## config.mk

```make
export PLATFORM = sky130hd
export DESIGN_NAME = mul_div_unit
export DESIGN_NICKNAME = d
export VERILOG_FILES = /design/src/rtl/mul_div_unit.sv
export SDC_FILE = /design/constraint.sdc
export NUM_CORES = 1
export LEC_CHECK = 0
export ABC_AREA = 1
export BUFFER_PORTS_ARGS = -buffer_cell sky130_fd_sc_hd__buf_2
export CAP_MARGIN = 15
export CELL_PAD_IN_SITES_DETAIL_PLACEMENT = 1
export CELL_PAD_IN_SITES_GLOBAL_PLACEMENT = 2
export CORE_UTILIZATION = 25
export CTS_CLUSTER_SIZE = 24
export DETAILED_ROUTE_END_ITERATION = 16
export PLACE_DENSITY = 0.75
export SYNTH_ARGS = -nofsm -noshare
export SYNTH_HDL_FRONTEND = slang
export SYNTH_SLANG_ARGS = --single-unit
```

## constraint.sdc

```tcl
create_clock -name clk -period 2.4 [get_ports clk]
set_input_delay 0.12 -clock clk [delete_from_list [all_inputs] [get_ports clk]]
set_output_delay 0.12 -clock clk [all_outputs]
set_load 0.02 [all_outputs]
```

## src/rtl/mul_div_unit.sv

```systemverilog
// HI/LO unit for the EX stage: iterative radix-2 multiply/divide, MTHI/MTLO/MFHI/MFLO,
// and pipeline stall generation while a multiply or divide is in flight.
module mul_div_unit #(
  parameter int DATA_WIDTH = 32
) (
  input  logic                  clk,
  input  logic                  rst_n,
  input  logic [5:0]            funct_i,
  input  logic                  valid_i,
  input  logic [DATA_WIDTH-1:0] op_a_i,
  input  logic [DATA_WIDTH-1:0] op_b_i,
  input  logic                  flush_i,
  output logic                  stall_o,
  output logic [DATA_WIDTH-1:0] result_o,
  output logic [DATA_WIDTH-1:0] hi_o,
  output logic [DATA_WIDTH-1:0] lo_o
);

  localparam int W  = DATA_WIDTH;
  localparam int CW = $clog2(W);

  localparam logic [5:0] F_MFHI = 6'h10;
  localparam logic [5:0] F_MTHI = 6'h11;
  localparam logic [5:0] F_MFLO = 6'h12;
  localparam logic [5:0] F_MTLO = 6'h13;

  typedef enum logic [1:0] {
    S_IDLE,
    S_CALC,
    S_FIX
  } state_t;

  state_t          state_q, state_d;
  logic [CW-1:0]   cnt_q;
  logic [W-1:0]    acc_hi_q;   // product upper half / partial remainder
  logic [W-1:0]    acc_lo_q;   // multiplier bits / dividend shifting into quotient
  logic [W-1:0]    opnd_q;     // multiplicand or divisor magnitude
  logic            is_div_q, sa_q, sb_q, dz_q;
  logic [W-1:0]    hi_q, lo_q;

  logic            accept, is_muldiv, start;
  logic            start_div, start_signed, sa_in, sb_in, dz_in;
  logic [W-1:0]    a_mag, b_mag;
  logic [W:0]      mul_sum;
  logic [W:0]      div_shift;
  logic [W-1:0]    div_diff;
  logic            div_ok;
  logic            neg_q, neg_r;
  logic [2*W-1:0]  prod, prod_neg;
  logic [W-1:0]    fix_hi, fix_lo;
  logic            wr_fix;

  // MULT/MULTU/DIV/DIVU occupy 18h..1Bh: bit 1 selects divide, bit 0 selects unsigned.
  assign accept       = valid_i & ~flush_i;
  assign is_muldiv    = (funct_i[5:2] == 4'b0110);
  assign start        = (state_q == S_IDLE) & accept & is_muldiv;
  assign start_div    = funct_i[1];
  assign start_signed = ~funct_i[0];
  assign sa_in        = start_signed & op_a_i[W-1];
  assign sb_in        = start_signed & op_b_i[W-1];
  assign a_mag        = sa_in ? -op_a_i : op_a_i;
  assign b_mag        = sb_in ? -op_b_i : op_b_i;
  assign dz_in        = start_div & (op_b_i == '0);

  assign mul_sum   = {1'b0, acc_hi_q} + (acc_lo_q[0] ? {1'b0, opnd_q} : '0);
  assign div_shift = {acc_hi_q, acc_lo_q[W-1]};
  assign div_ok    = (div_shift >= {1'b0, opnd_q});
  // The true difference is below the divisor whenever it is kept, so W bits suffice.
  assign div_diff  = div_shift[W-1:0] - opnd_q;

  // A zero divisor ran on the raw dividend, so its result is left uncorrected.
  assign neg_q    = (sa_q ^ sb_q) & ~dz_q;
  assign neg_r    = sa_q & ~dz_q;
  assign prod     = {acc_hi_q, acc_lo_q};
  assign prod_neg = -prod;

  always_comb begin
    // NOTE: every output of a combinational block gets a default first; a path that
    // leaves a signal unassigned infers a latch.
    fix_hi = acc_hi_q;
    fix_lo = acc_lo_q;
    if (is_div_q) begin
      if (neg_r) fix_hi = -acc_hi_q;
      if (neg_q) fix_lo = -acc_lo_q;
    end else if (neg_q) begin
      {fix_hi, fix_lo} = prod_neg;
    end
  end

  always_comb begin
    state_d = state_q;
    stall_o = 1'b0;
    wr_fix  = 1'b0;
    unique case (state_q)
      S_IDLE: begin
        if (start) begin
          state_d = S_CALC;
          stall_o = 1'b1;
        end
      end
      S_CALC: begin
        if (flush_i) begin
          state_d = S_IDLE;
        end else begin
          stall_o = 1'b1;
          if (cnt_q == CW'(W - 1)) state_d = S_FIX;
        end
      end
      S_FIX: begin
        state_d = S_IDLE;
        wr_fix  = ~flush_i;
      end
      default: state_d = S_IDLE;
    endcase
  end

  always_ff @(posedge clk or negedge rst_n) begin
    // NOTE: clocked state uses non-blocking assignments so every register samples
    // pre-edge values regardless of statement order.
    if (!rst_n) begin
      state_q <= S_IDLE;
      cnt_q   <= '0;
    end else begin
      state_q <= state_d;
      cnt_q   <= (state_q == S_CALC) ? cnt_q + 1'b1 : '0;
    end
  end

  always_ff @(posedge clk or negedge rst_n) begin
    if (!rst_n) begin
      acc_hi_q <= '0;
      acc_lo_q <= '0;
      opnd_q   <= '0;
      is_div_q <= 1'b0;
      sa_q     <= 1'b0;
      sb_q     <= 1'b0;
      dz_q     <= 1'b0;
    end else if (start) begin
      acc_hi_q <= '0;
      acc_lo_q <= start_div ? (dz_in ? op_a_i : a_mag) : b_mag;
      opnd_q   <= start_div ? b_mag : a_mag;
      is_div_q <= start_div;
      sa_q     <= sa_in;
      sb_q     <= sb_in;
      dz_q     <= dz_in;
    end else if (state_q == S_CALC) begin
      if (is_div_q) begin
        acc_hi_q <= div_ok ? div_diff : div_shift[W-1:0];
        acc_lo_q <= {acc_lo_q[W-2:0], div_ok};
      end else begin
        acc_hi_q <= mul_sum[W:1];
        acc_lo_q <= {mul_sum[0], acc_lo_q[W-1:1]};
      end
    end
  end

  always_ff @(posedge clk or negedge rst_n) begin
    if (!rst_n) begin
      hi_q <= '0;
      lo_q <= '0;
    end else if (wr_fix) begin
      hi_q <= fix_hi;
      lo_q <= fix_lo;
    end else if ((state_q == S_IDLE) && accept) begin
      if (funct_i == F_MTHI) hi_q <= op_a_i;
      if (funct_i == F_MTLO) lo_q <= op_a_i;
    end
  end

  always_comb begin
    result_o = '0;
    if (valid_i && funct_i == F_MFHI) result_o = hi_q;
    if (valid_i && funct_i == F_MFLO) result_o = lo_q;
  end

  assign hi_o = hi_q;
  assign lo_o = lo_q;

endmodule

```

==> run_results.csv, run 1 <==
group,metric,value,unit
global_route,met3_usage,0.03803,
clock_network,cts.clk_slew.worst_paths,0.08,ns
placement,gp_congestion,0.9800,
run_status,status,"finished, violations left",
setup_path,max_stage_delay,0.48,ns
clock_network,h-tree-depth,4,
sta,timing.final.ws_setup,-0.1617,ns
setup_path,crit_family,"simple AND/OR/NAND/NOR gates",
global_route,grt_usage,0.2901,
sta,slew_viol_final,0,
yosys,synthCells,3322,
floorplanning,core,0.07608,sq mm
placement,place_inst,4889,
setup_path,cp_max_fo,6,
floorplanning,die_h,279.6,microns
detailed_routing,first_iter_violations,2166,
clock_network,clockRootBuffer,"clkbuf_16",
run,maxCapViolCount,0,
floorplanning,die-area,0.07818,sq mm
global_route,grt_pass1_wl,167600,microns
power_and_ir_drop,p_per_area,1176,mW/mm^2
sta,period_minus_slack,2.562,ns
power_and_ir_drop,p_leak,13.67,nW
yosys,avgSynthCellArea,5.800,sq um
detailed_routing,wl_per_cell,23.13,microns
setup_path,worstSetupPathType,"reg -> reg",
floorplanning,pin_count,171,
layout,final_nets,4058,
detailed_routing,via_per_inst,5.132,
worst_hold_path,min_path_type,"in -> reg",
detailed_routing,ant_nets,0,
sta,worstMarginPinSlew,0.6594,ns
setup_path,cp-start-kind,"register",
sta,setup_viol_count_final,20,
sta,hold_violations,0,
global_route,antenna_found_initial,2,
power_and_ir_drop,p_seq_frac,0.146,
clock_network,clock_path_buffers,2,
setup_path,cp_common_cell,"nand2_1",
clock_network,cts_sinks,171,
global_route,grt_start_max_net_pins,87,
clock_network,clk_latency,0.51,ns
placement,io_buffers,170,
layout,antenna_cells,0,
yosys,ys_seq_area_frac,0.2221,
yosys,synth_edf_count,0,
floorplanning,core.rowCount,101,
yosys,syn_nets,3468,
placement,dp.final_hpwl,94220,microns
setup_path,required,2.83,ns
sta,rsz0062_at_grt,"yes",
power_and_ir_drop,switchingPower,16.95,mW
yosys,syn_area,0.01927,sq mm
global_route,grt_use_met2,0.4600,
sta,slew_headroom,0.5572,
power_and_ir_drop,combPwrFrac,0.762,
layout,stdcell_count,4955,
sta,period_share,1.067,
setup_path,worst-path-buf-inv,4,
yosys,yosysWarningCount,0,
clock_network,cts_tree,"yes",
setup_path,crit_slowest_cell,"dfrtp_2",
detailed_routing,drt-total-wl,114600,microns
floorplanning,die_w,279.6,microns
global_route,grt_pass1_vias,24990,
power_and_ir_drop,swShare,0.5300,
run_status,violations,"setup timing",
detailed_routing,dr.pass1.iters,5,
yosys,synth.distinct_cells,55,
setup_path,cp_cell_sequence,"buf_4, nand2_1, inv_1, ha_4, nand2_1, inv_1, nand3_2, nor2_2, nand2_1, nand3_2, buf_4, a21oi_1, o21ai_0, nand2_1, nand3b_1, nand2_2",
power_and_ir_drop,clkPwrFrac,0.091,
global_route,globalRouteMet1Util,0.4073,
yosys,synth-seq-cells,171,
sta,fmax,390.4,MHz
global_route,overflow,0,
setup_path,end_kind,"register",
yosys,ys.flop_type,"dfrtp_1",
detailed_routing,drc,0,
global_route,grt-busiest-layer,"met2",
floorplanning,start_util,0.2533,
detailed_routing,vias,25430,
sta,finClkSkew,0.02372,ns
power_and_ir_drop,intPower,15.02,mW
clock_network,cts_buffers,17,
layout,syn_to_final_growth,41.05,%
power_and_ir_drop,vdd_drop_max,598.4,uV
setup_path,cp.arrival,3.00,ns
yosys,async_reset_ff_frac,1.000,
layout,layout-drive-gt1-share,0.2856,
placement,pre_cts_ws,-0.3527,ns
[worst register-to-register path: stages (launching register included)]
cell and delay (ns):
dfrtp_2 0.48, buf_4 0.20, nand2_1 0.10, inv_1 0.09, ha_4 0.30, nand2_1 0.10
inv_1 0.10, nand3_2 0.14, nor2_2 0.14, nand2_1 0.08, nand3_2 0.09, buf_4 0.12
a21oi_1 0.05, o21ai_0 0.09, nand2_1 0.10, nand3b_1 0.21, nand2_2 0.11
[flip-flops by register name, summed over array words and instances, names as in the netlist]
register,cells
is_div_q,1
sa_q,1
lo_o,32
opnd_q,32
hi_o,32
cnt_q,5
dz_q,1
state_q,2
sb_q,1
acc_lo_q,32
acc_hi_q,32
[worst paths after layout]
check,from,endpoint,slack (ns),depth (start not counted)
min reg2reg,cnt_q[0]$_DFF_PN0_,cnt_q[0]$_DFF_PN0_,0.47,1
min,op_a_i[4],acc_lo_q[4]$_DFFE_PN0P_,0.05,5
max,acc_lo_q[0]$_DFFE_PN0P_,acc_hi_q[11]$_DFFE_PN0P_,-0.16,16
max reg2reg,acc_lo_q[0]$_DFFE_PN0P_,acc_hi_q[11]$_DFFE_PN0P_,-0.16,16
min in group asynchronous,rst_n,hi_o[22]$_DFFE_PN0P_,0.06,2
max in group asynchronous,rst_n,hi_o[5]$_DFFE_PN0P_,1.58,3
[per-layer routing]
metal / vias up / wire length (microns)
met2: 837 / 51130
met5: - / 13
met4: 2 / 3744
li1: 11940 / -
met3: 131 / 7253
met1: 12530 / 52470
[cell type report]
type	instances	area [sq um]
multi-input combinational	2510	14100
tap	1030	1289
fill	10100	48900
clock inverter	13	122.6
clock buffer	19	442.9
inverter	528	1989
sequential	171	4294
timing repair buffer	684	4941
[logic make-up (layout without fill, tap and decap cells)]
kind of cell,count (synthesis),after routing,synth area share
XOR/XNOR,53,53,0.02409
flip-flops,171,171,0.2221
adder cells (fa/ha/maj),72,72,0.04754
buffers and inverters,642,1244,0.1314
AND/OR/NAND/NOR,1867,1868,0.4149
AO/OA/AOI/OAI,517,517,0.1599
[placed cells by master, fill, tap and decap left out, drive strengths merged]
cell            n
o31ai           1
a21o            5
and2            2
o21a            5
nor3           39
xor2           44
a22oi           9
nand3         348
clkbuf         19
o221ai         24
clkinv          6
nor3b           1
a21boi          2
or2             7
and3            1
nand3b         11
o21bai         30
o211ai         52
ha             70
dfrtp         171
buf           678
o21ba           1
inv           533
a31oi          13
clkinvlp        2
nor4            6
o22ai          58
dlygate4sd3     6
fa              2
o21ai         181
nand2        1083
o311ai          1
a21oi         135
nor2          312
nand4          58
xnor2           9
[synthesized netlist by cell type (10+ instances only)]
master    count  area, sq um
nand2_2      13        81.33
buf_2        42        210.2
nor2_1      281         1055
o22ai_1      58        362.9
dfrtp_1     171         4279
nor3_1       35        175.2
ha_1         70        875.8
inv_2        11        41.29
clkbuf_1     54        202.7
nor2_4       11        123.9
nand3_1     338         1692
o21ai_0     157        785.8
xor2_1       44        385.4
o21bai_1     30        225.2
o21ai_1      21        105.1
o211ai_1     51        382.9
nand3b_1     11        82.58
a31oi_1      13        81.33
nand3_2      10        100.1
a21oi_1     129        645.6
buf_1        10        37.54
nor2_2       20        125.1
nand4_1      58        362.9
inv_1       513         1926
o221ai_1     24        210.2
nand2_1    1067         4005
[what timing repair did]
action | CTS | global route
setup endpoints to repair | 46 | 100
hold buffers | 6 | 0
gates resized for setup | 210 | 202
pin swaps | 29 | 25
gates cloned | 2 | 0
buffers inserted | 11 | 15
hold endpoints to repair | 177 | 0
[through the flow]
| stage | setup TNS [ns] | power (mW) | util | hold slack (ns) | area, sq um |
|---|---|---|---|---|---|
| 5_1_grt | -5.312 | 33.92 | 0.3572 | 0.07589 | 27180 |
| 2_1_floorplan | 0 | 14.68 | - | -0.1756 | 19270 |
| 6_report | -0.8362 | 31.97 | 0.3572 | 0.05188 | 27180 |
| 3_3_place_gp | -4.220 | 25.38 | 0.3239 | 0.02709 | 24640 |
| 3_5_place_dp | -4.831 | 25.59 | 0.3239 | 0.02443 | 24640 |
| 4_1_cts | -0.3149 | 30.22 | 0.3451 | 0.02583 | 26250 |
[power groups by stage]
stage | Combinational, mW | Sequential, mW | Clock, mW
floorplan | 10.1 | 4.59 | 0
global placement | 20.9 | 4.52 | 0
detailed placement | 21.1 | 4.54 | 0
CTS | 22.7 | 4.55 | 2.96
global route | 26.1 | 4.74 | 3.04
finish | 24.4 | 4.67 | 2.92
(Power assumes the default switching activity.)
==> inputs of run 2 (changes only) <==
--- a/config.mk
+++ b/config.mk
@@ -8,12 +8,12 @@
 export ABC_AREA = 1
 export BUFFER_PORTS_ARGS = -buffer_cell sky130_fd_sc_hd__buf_2
 export CAP_MARGIN = 15
-export CELL_PAD_IN_SITES_DETAIL_PLACEMENT = 1
-export CELL_PAD_IN_SITES_GLOBAL_PLACEMENT = 2
+export CELL_PAD_IN_SITES_DETAIL_PLACEMENT = 0
+export CELL_PAD_IN_SITES_GLOBAL_PLACEMENT = 1
 export CORE_UTILIZATION = 25
 export CTS_CLUSTER_SIZE = 24
 export DETAILED_ROUTE_END_ITERATION = 16
-export PLACE_DENSITY = 0.75
+export PLACE_DENSITY = 0.61
 export SYNTH_ARGS = -nofsm -noshare
 export SYNTH_HDL_FRONTEND = slang
 export SYNTH_SLANG_ARGS = --single-unit
==> constraint.sdc (replaced) <==
create_clock -name clk -period 2.2 [get_ports clk]
set_input_delay 0.11 -clock clk [delete_from_list [all_inputs] [get_ports clk]]
set_output_delay 0.11 -clock clk [all_outputs]
set_load 0.02 [all_outputs]
==> run 2 against run 1 <==
The run still ends with setup timing left. Cell area increased by 9.9%. Combinational power increased by 21%. Via count decreased by 0.23%. Critical endpoint is now acc_hi_q[26]$_DFFE_PN0P_. Largest power group unchanged.
==> run_results.csv, run 2 (synthesized netlist as in run 1, its figures left out) <==
group,metric,value,unit
run_status,status,"finished, violations left",
sta,tns,-12.43,ns
sta,slew_viol_final,0,
floorplanning,die_h,279.6,microns
floorplanning,core,0.07608,sq mm
floorplanning,start_util,0.2533,
clock_network,clk_latency,0.50,ns
power_and_ir_drop,p_per_area,1258,mW/mm^2
global_route,grt_pass1_vias,24160,
worst_hold_path,min_path_type,"in -> reg",
placement,io_buffers,170,
setup_path,end_kind,"register",
sta,hold_violations,0,
setup_path,worst-path-buf-inv,4,
setup_path,ff2ff_setup_slack,-0.33,ns
detailed_routing,wl_per_cell,21.43,microns
detailed_routing,dr.pass1.iters,5,
setup_path,cp.arrival,2.92,ns
floorplanning,core.rowCount,101,
sta,setup_viol_count_final,73,
setup_path,cp_max_fo,6,
clock_network,cts_sinks,171,
detailed_routing,first_iter_violations,2388,
power_and_ir_drop,intPower,18.57,mW
setup_path,worstSetupPathType,"reg -> reg",
detailed_routing,ant_nets,0,
setup_path,cp-start-kind,"register",
clock_network,clock_path_buffers,2,
sta,hold_ws,0.02445,ns
detailed_routing,vias,25370,
layout,fin_util,0.3927,
sta,slew_headroom,0.5567,
power_and_ir_drop,clkPwrFrac,0.082,
setup_path,cp_cell_sequence,"buf_12, buf_8, nand2_2, inv_2, ha_4, nand2_4, buf_6, nor2_4, nand2_2, nor4_2, nand2_1, nand3_1, nand2_1, nor2_2, nor2_1, nand2_1, nand2_1",
setup_path,r2r_cells,17,
layout,layout-drive-gt1-share,0.3553,
power_and_ir_drop,swShare,0.5059,
detailed_routing,drc,0,
placement,gp_congestion,1.009,
setup_path,reg2reg_from,"acc_lo_q[0]$_DFFE_PN0P_",
setup_path,crit_slowest_cell,"dfrtp_2",
global_route,antenna_found_initial,4,
sta,fmax,395.1,MHz
worst_hold_path,min_to,"acc_lo_q[6]$_DFFE_PN0P_",
worst_hold_path,hold_path.startpoint,"op_a_i[6]",
global_route,grt_pass1_wl,159300,microns
sta,period_minus_slack,2.531,ns
detailed_routing,drt-total-wl,110400,microns
sta,finClkSkew,0.01532,ns
clock_network,h-tree-depth,4,
clock_network,cts_tree,"yes",
floorplanning,die_w,279.6,microns
sta,timing.final.ws_setup,-0.3309,ns
setup_path,cp_common_cell,"nand2_1",
layout,syn_to_final_growth,55.05,%
setup_path,rr_endpoint,"acc_hi_q[26]$_DFFE_PN0P_",
setup_path,max_stage_delay,0.51,ns
setup_path,required,2.59,ns
power_and_ir_drop,switchingPower,19.02,mW
power_and_ir_drop,vdd_drop_max,641.2,uV
power_and_ir_drop,p_leak,15.04,nW
placement,dp.final_hpwl,90000,microns
worst_hold_path,hold_path_depth,5,
layout,post-route-cell-area,0.02987,sq mm
power_and_ir_drop,p_seq_frac,0.134,
setup_path,crit_family,"simple AND/OR/NAND/NOR gates",
global_route,grt_usage,0.2760,
layout,mostFrequentLayoutCells,"nand2_1 (924), buf_4 (628), inv_1 (450), nand3_1 (288), nor2_1 (228)",
run,maxCapViolCount,0,
global_route,overflow,0,
global_route,grt_start_max_net_pins,61,
sta,worstMarginPinSlew,0.6602,ns
detailed_routing,via_per_inst,4.925,
clock_network,clockRootBuffer,"clkbuf_16",
power_and_ir_drop,combPwrFrac,0.785,
floorplanning,die-area,0.07818,sq mm
run_status,violations,"setup timing",
placement,placed_cell_area,0.02582,sq mm
clock_network,cts.clk_slew.worst_paths,0.08,ns
layout,final_common_cell,"nand2_1",
floorplanning,pin_count,171,
sta,period_share,1.150,
sta,rsz0062_at_grt,"yes",
clock_network,cts_buffers,17,
layout,final_nets,4253,
power_and_ir_drop,totalPowerFinal,37.59,mW
## run 2: cell count changes in the layout (fill, tap and decap cells not counted), moves of 11 or more
cell / delta
nor2_1: -11
nor2_4: +16
buf_4: +146
nand3_2: +11
a21oi_1: -11
inv_2: +14
nand2_2: +47
inv_1: -20
buf_6: +30
nand2_1: -78
nand3_1: -14
buf_12: +14
nand2_4: +29
## run 2: worst register-to-register path, stage by stage (launching register included)
cell	delay, ns
dfrtp_2	0.51
buf_12	0.19
buf_8	0.14
nand2_2	0.05
inv_2	0.04
ha_4	0.29
nand2_4	0.06
buf_6	0.12
nor2_4	0.12
nand2_2	0.10
nor4_2	0.25
nand2_1	0.12
nand3_1	0.10
nand2_1	0.06
nor2_2	0.10
nor2_1	0.04
nand2_1	0.08
nand2_1	0.05
## run 2: layer usage
| layer | share of wire | global-route usage |
|---|---|---|
| met5 | 0.00016 | 0 |
| met4 | 0.035 | 0.08967 |
| met3 | 0.067 | 0.04128 |
| met2 | 0.44 | 0.4331 |
| met1 | 0.46 | 0.3849 |
## run 2: worst max path at each step
stage | slack, ns | end | start | cells past startpoint
floorplan | -0.03 | acc_hi_q[31]$_DFFE_PN0P_ | acc_lo_q[0]$_DFFE_PN0P_ | 18
finish | -0.33 | acc_hi_q[26]$_DFFE_PN0P_ | acc_lo_q[0]$_DFFE_PN0P_ | 17
CTS | -0.26 | acc_hi_q[29]$_DFFE_PN0P_ | acc_lo_q[0]$_DFFE_PN0P_ | 16
global route | -0.49 | acc_hi_q[26]$_DFFE_PN0P_ | acc_lo_q[0]$_DFFE_PN0P_ | 17
detailed placement | -0.47 | acc_hi_q[29]$_DFFE_PN0P_ | acc_lo_q[0]$_DFFE_PN0P_ | 14
global placement | -0.52 | acc_hi_q[29]$_DFFE_PN0P_ | acc_lo_q[0]$_DFFE_PN0P_ | 14
## run 2: layout make-up
type / instances / area, sq um
Antenna cell: 2 / 5.005
Clock buffer: 19 / 442.9
Clock inverter: 13 / 106.4
Fill cell: 8399 / 46200
Inverter: 528 / 2013
Multi-Input combinational cell: 2509 / 14910
Sequential cell: 171 / 4293
Tap cell: 1030 / 1289
Timing Repair Buffer: 879 / 6813
Timing Repair inverter: 1 / 5.005
## run 2: what timing repair did
item / CTS / global route
setup buffers: 43 / 38
resized for setup: 394 / 278
pin swaps: 68 / 113
cloned: 1 / 7
endpoints found under the hold margin: 75 / 0
hold buffers: 2 / 0
setup endpoints to repair: 70 / 119
## run 2: stage by stage
stage	setup WS (ns)	std cells
after floorplan	-0.03123	3322
after global placement	-0.5240	5030
after detailed placement	-0.4673	5030
after CTS	-0.2594	5107
after global routing	-0.4904	5150
final	-0.3309	5152
## run 2: power by group through the flow
| stage | Clock, mW | Sequential (mW) | Combinational [mW] |
|---|---|---|---|
| final | 3.08 | 5.02 | 29.5 |
| after global placement | 0 | 4.86 | 23.8 |
| after global routing | 3.21 | 5.10 | 31.7 |
| after CTS | 3.12 | 4.98 | 26.8 |
| after detailed placement | 0 | 4.87 | 23.7 |
| after floorplan | 0 | 5.01 | 11.0 |
==> inputs of run 3 (changes only) <==
--- a/config.mk
+++ b/config.mk
@@ -6,14 +6,14 @@
 export NUM_CORES = 1
 export LEC_CHECK = 0
 export ABC_AREA = 1
-export BUFFER_PORTS_ARGS = -buffer_cell sky130_fd_sc_hd__buf_2
 export CAP_MARGIN = 15
 export CELL_PAD_IN_SITES_DETAIL_PLACEMENT = 0
 export CELL_PAD_IN_SITES_GLOBAL_PLACEMENT = 1
 export CORE_UTILIZATION = 25
 export CTS_CLUSTER_SIZE = 24
 export DETAILED_ROUTE_END_ITERATION = 16
-export PLACE_DENSITY = 0.61
+export DONT_BUFFER_PORTS = 1
+export PLACE_DENSITY = 0.58
 export SYNTH_ARGS = -nofsm -noshare
 export SYNTH_HDL_FRONTEND = slang
 export SYNTH_SLANG_ARGS = --single-unit
==> run 3 against run 2 <==
The flow finishes with violations (hold timing, setup timing). Flip-flop and latch count unchanged. Combinational power fell by 4%. Clock power rose by 11%. Wire length increased by 0.37%. Global-route usage increased by 0.26 points. Non-clock buffer count down 188.
==> run_results.csv, run 3 (synthesized netlist as in run 1, its figures left out) <==
group,metric,value,unit
run_status,status,"finished, violations left",
run_status,violations,"hold timing, setup timing",
layout,final_nets,4064,
sta,slew_headroom,0.4717,
clock_network,clock_path_buffers,2,
sta,setup_viol_count_final,44,
placement,placed_cell_area,0.02472,sq mm
global_route,grt_start_max_net_pins,172,
sta,finClkSkew,0.02222,ns
global_route,grt_pass1_wl,159900,microns
clock_network,cts_sinks,171,
setup_path,cp_max_fo,8,
sta,period_share,1.072,
clock_network,cts.clk_slew.worst_paths,0.08,ns
global_route,antenna_found_initial,10,
detailed_routing,vias,24880,
detailed_routing,drt-total-wl,110800,microns
floorplanning,core.rowCount,101,
detailed_routing,dr.pass1.iters,5,
detailed_routing,drc,0,
floorplanning,pin_count,171,
setup_path,cp-start-kind,"register",
setup_path,required,2.66,ns
layout,fin_util,0.3802,
run,maxCapViolCount,0,
power_and_ir_drop,vdd_drop_max,743.4,uV
power_and_ir_drop,p_per_area,1276,mW/mm^2
worst_hold_path,min_path_type,"in -> async",
layout,syn_to_final_growth,50.11,%
clock_network,hold_buffers,43,
detailed_routing,wl_per_cell,22.29,microns
detailed_routing,first_iter_violations,2381,
floorplanning,core,0.07608,sq mm
detailed_routing,ant_nets,0,
detailed_routing,via_per_inst,5.004,
sta,hold_ws,-0.7056,ns
floorplanning,die-area,0.07818,sq mm
layout,layout-drive-gt1-share,0.3182,
floorplanning,die_w,279.6,microns
sta,worstMarginPinSlew,0.7925,ns
clock_network,clk_latency,0.52,ns
global_route,grt_usage,0.2786,
setup_path,end_kind,"register",
setup_path,worstSetupPathType,"reg -> reg",
sta,fmax,424.1,MHz
global_route,grt_pass1_vias,23830,
sta,rsz0062_at_grt,"yes",
global_route,overflow,0,
layout,post-route-cell-area,0.02892,sq mm
layout,multi_input_area,0.01499,sq mm
placement,dp.final_hpwl,88610,microns
setup_path,cp.arrival,2.82,ns
layout,fill_cells,8409,
sta,timing.final.ws_setup,-0.1578,ns
sta,slew_viol_final,0,
clock_network,cts_buffers,17,
placement,io_buffers,0,
floorplanning,die_h,279.6,microns
sta,period_minus_slack,2.358,ns
power_and_ir_drop,p_leak,14.15,nW
clock_network,cts_tree,"yes",
floorplanning,start_util,0.2533,
sta,hold_violations,171,
layout,ff_latch_area,0.004290,sq mm
layout,final_common_cell,"nand2_1",
layout,mostFrequentLayoutCells,"nand2_1 (929), buf_4 (600), inv_1 (446), nand3_1 (286), nor2_1 (223)",
placement,gp_congestion,0.9601,
clock_network,clockRootBuffer,"clkbuf_16",
clock_network,h-tree-depth,4,
## run 3: changes by cell type in the layout (fill, tap and decap cells not counted), moves of 8 or more
cell / previous run / this run
nor2_4: 41 / 50
buf_6: 43 / 23
buf_4: 628 / 600
nand2_4: 45 / 37
a21oi_2: 39 / 48
dlygate4sd3_1: 2 / 42
diode_2: 2 / 10
buf_2: 169 / 0
## run 3: power breakdown
| part | switching, mW | internal [mW] |
|---|---|---|
| sequential | 1.21 | 3.99 |
| clock | 1.72 | 1.69 |
| combinational | 15.9 | 12.4 |
## run 3: layer usage
metal / global-route usage / part of all wire / wire, microns / up-vias
met5: 0 / 0 / 0 / -
met4: 0.1027 / 0.036 / 4035 / 0
li1: - / - / - / 11960
met2: 0.4466 / 0.46 / 50430 / 933
met3: 0.05038 / 0.072 / 7938 / 166
met1: 0.3710 / 0.44 / 48410 / 11810
## run 3: what timing repair did
action / CTS / global route
endpoints found under the setup margin: 86 / 89
pin swaps: 80 / 89
gates resized for setup: 393 / 276
endpoints found under the hold margin: 262 / 171
buffers inserted: 28 / 25
cloned: 1 / 2
## run 3: through the flow
| stage | setup WS (ns) | instances | setup TNS [ns] | total power, mW |
|---|---|---|---|---|
| after CTS | -0.1586 | 4938 | -4.316 | 34.43 |
| after global placement | -0.4401 | 4834 | -15.33 | 27.84 |
| after global routing | -0.3114 | 4967 | -9.702 | 39.22 |
| after floorplan | -0.03123 | 3322 | -0.03363 | 16.03 |
| after detailed placement | -0.4261 | 4834 | -14.92 | 27.70 |
| final | -0.1578 | 4971 | -2.993 | 36.90 |
## run 3: critical path, cell delays in order (launching register included)
cell     delay, ns
dfrtp_2       0.43
buf_12        0.17
nand2_4       0.06
inv_4         0.05
ha_4          0.13
inv_4         0.04
fa_2          0.38
o21ai_4       0.17
buf_6         0.16
nand2_4       0.06
nand2_4       0.08
nand2_4       0.06
nand2_4       0.10
nand2_2       0.07
nand2_1       0.06
nand2_1       0.06
nand3_2       0.08
nand3_2       0.06
nand2_1       0.09
## run 3: final timing paths
path                                          from  slack, ns  depth (start not counted)                        to
max                        acc_lo_q[0]$_DFFE_PN0P_      -0.16                         18  acc_hi_q[29]$_DFFE_PN0P_
min                                          rst_n      -0.71                          0      hi_o[24]$_DFFE_PN0P_
max reg2reg                acc_lo_q[0]$_DFFE_PN0P_      -0.16                         18  acc_hi_q[29]$_DFFE_PN0P_
min reg2reg                     cnt_q[0]$_DFF_PN0_       0.46                          1        cnt_q[0]$_DFF_PN0_
max in group asynchronous                    rst_n       2.21                          0  acc_hi_q[18]$_DFFE_PN0P_
min in group clk                        funct_i[1]       0.02                          4   acc_lo_q[1]$_DFFE_PN0P_
## run 3: area by class of cell
type                       instances  share of cell area
multi-input combinational       2509              0.5182
timing repair buffer             691              0.1972
sequential                       171              0.1483
inverter                         528             0.06943
tap                             1030             0.04456
clock buffer                      19             0.01566
clock inverter                    13            0.005710
antenna                           10           0.0008652
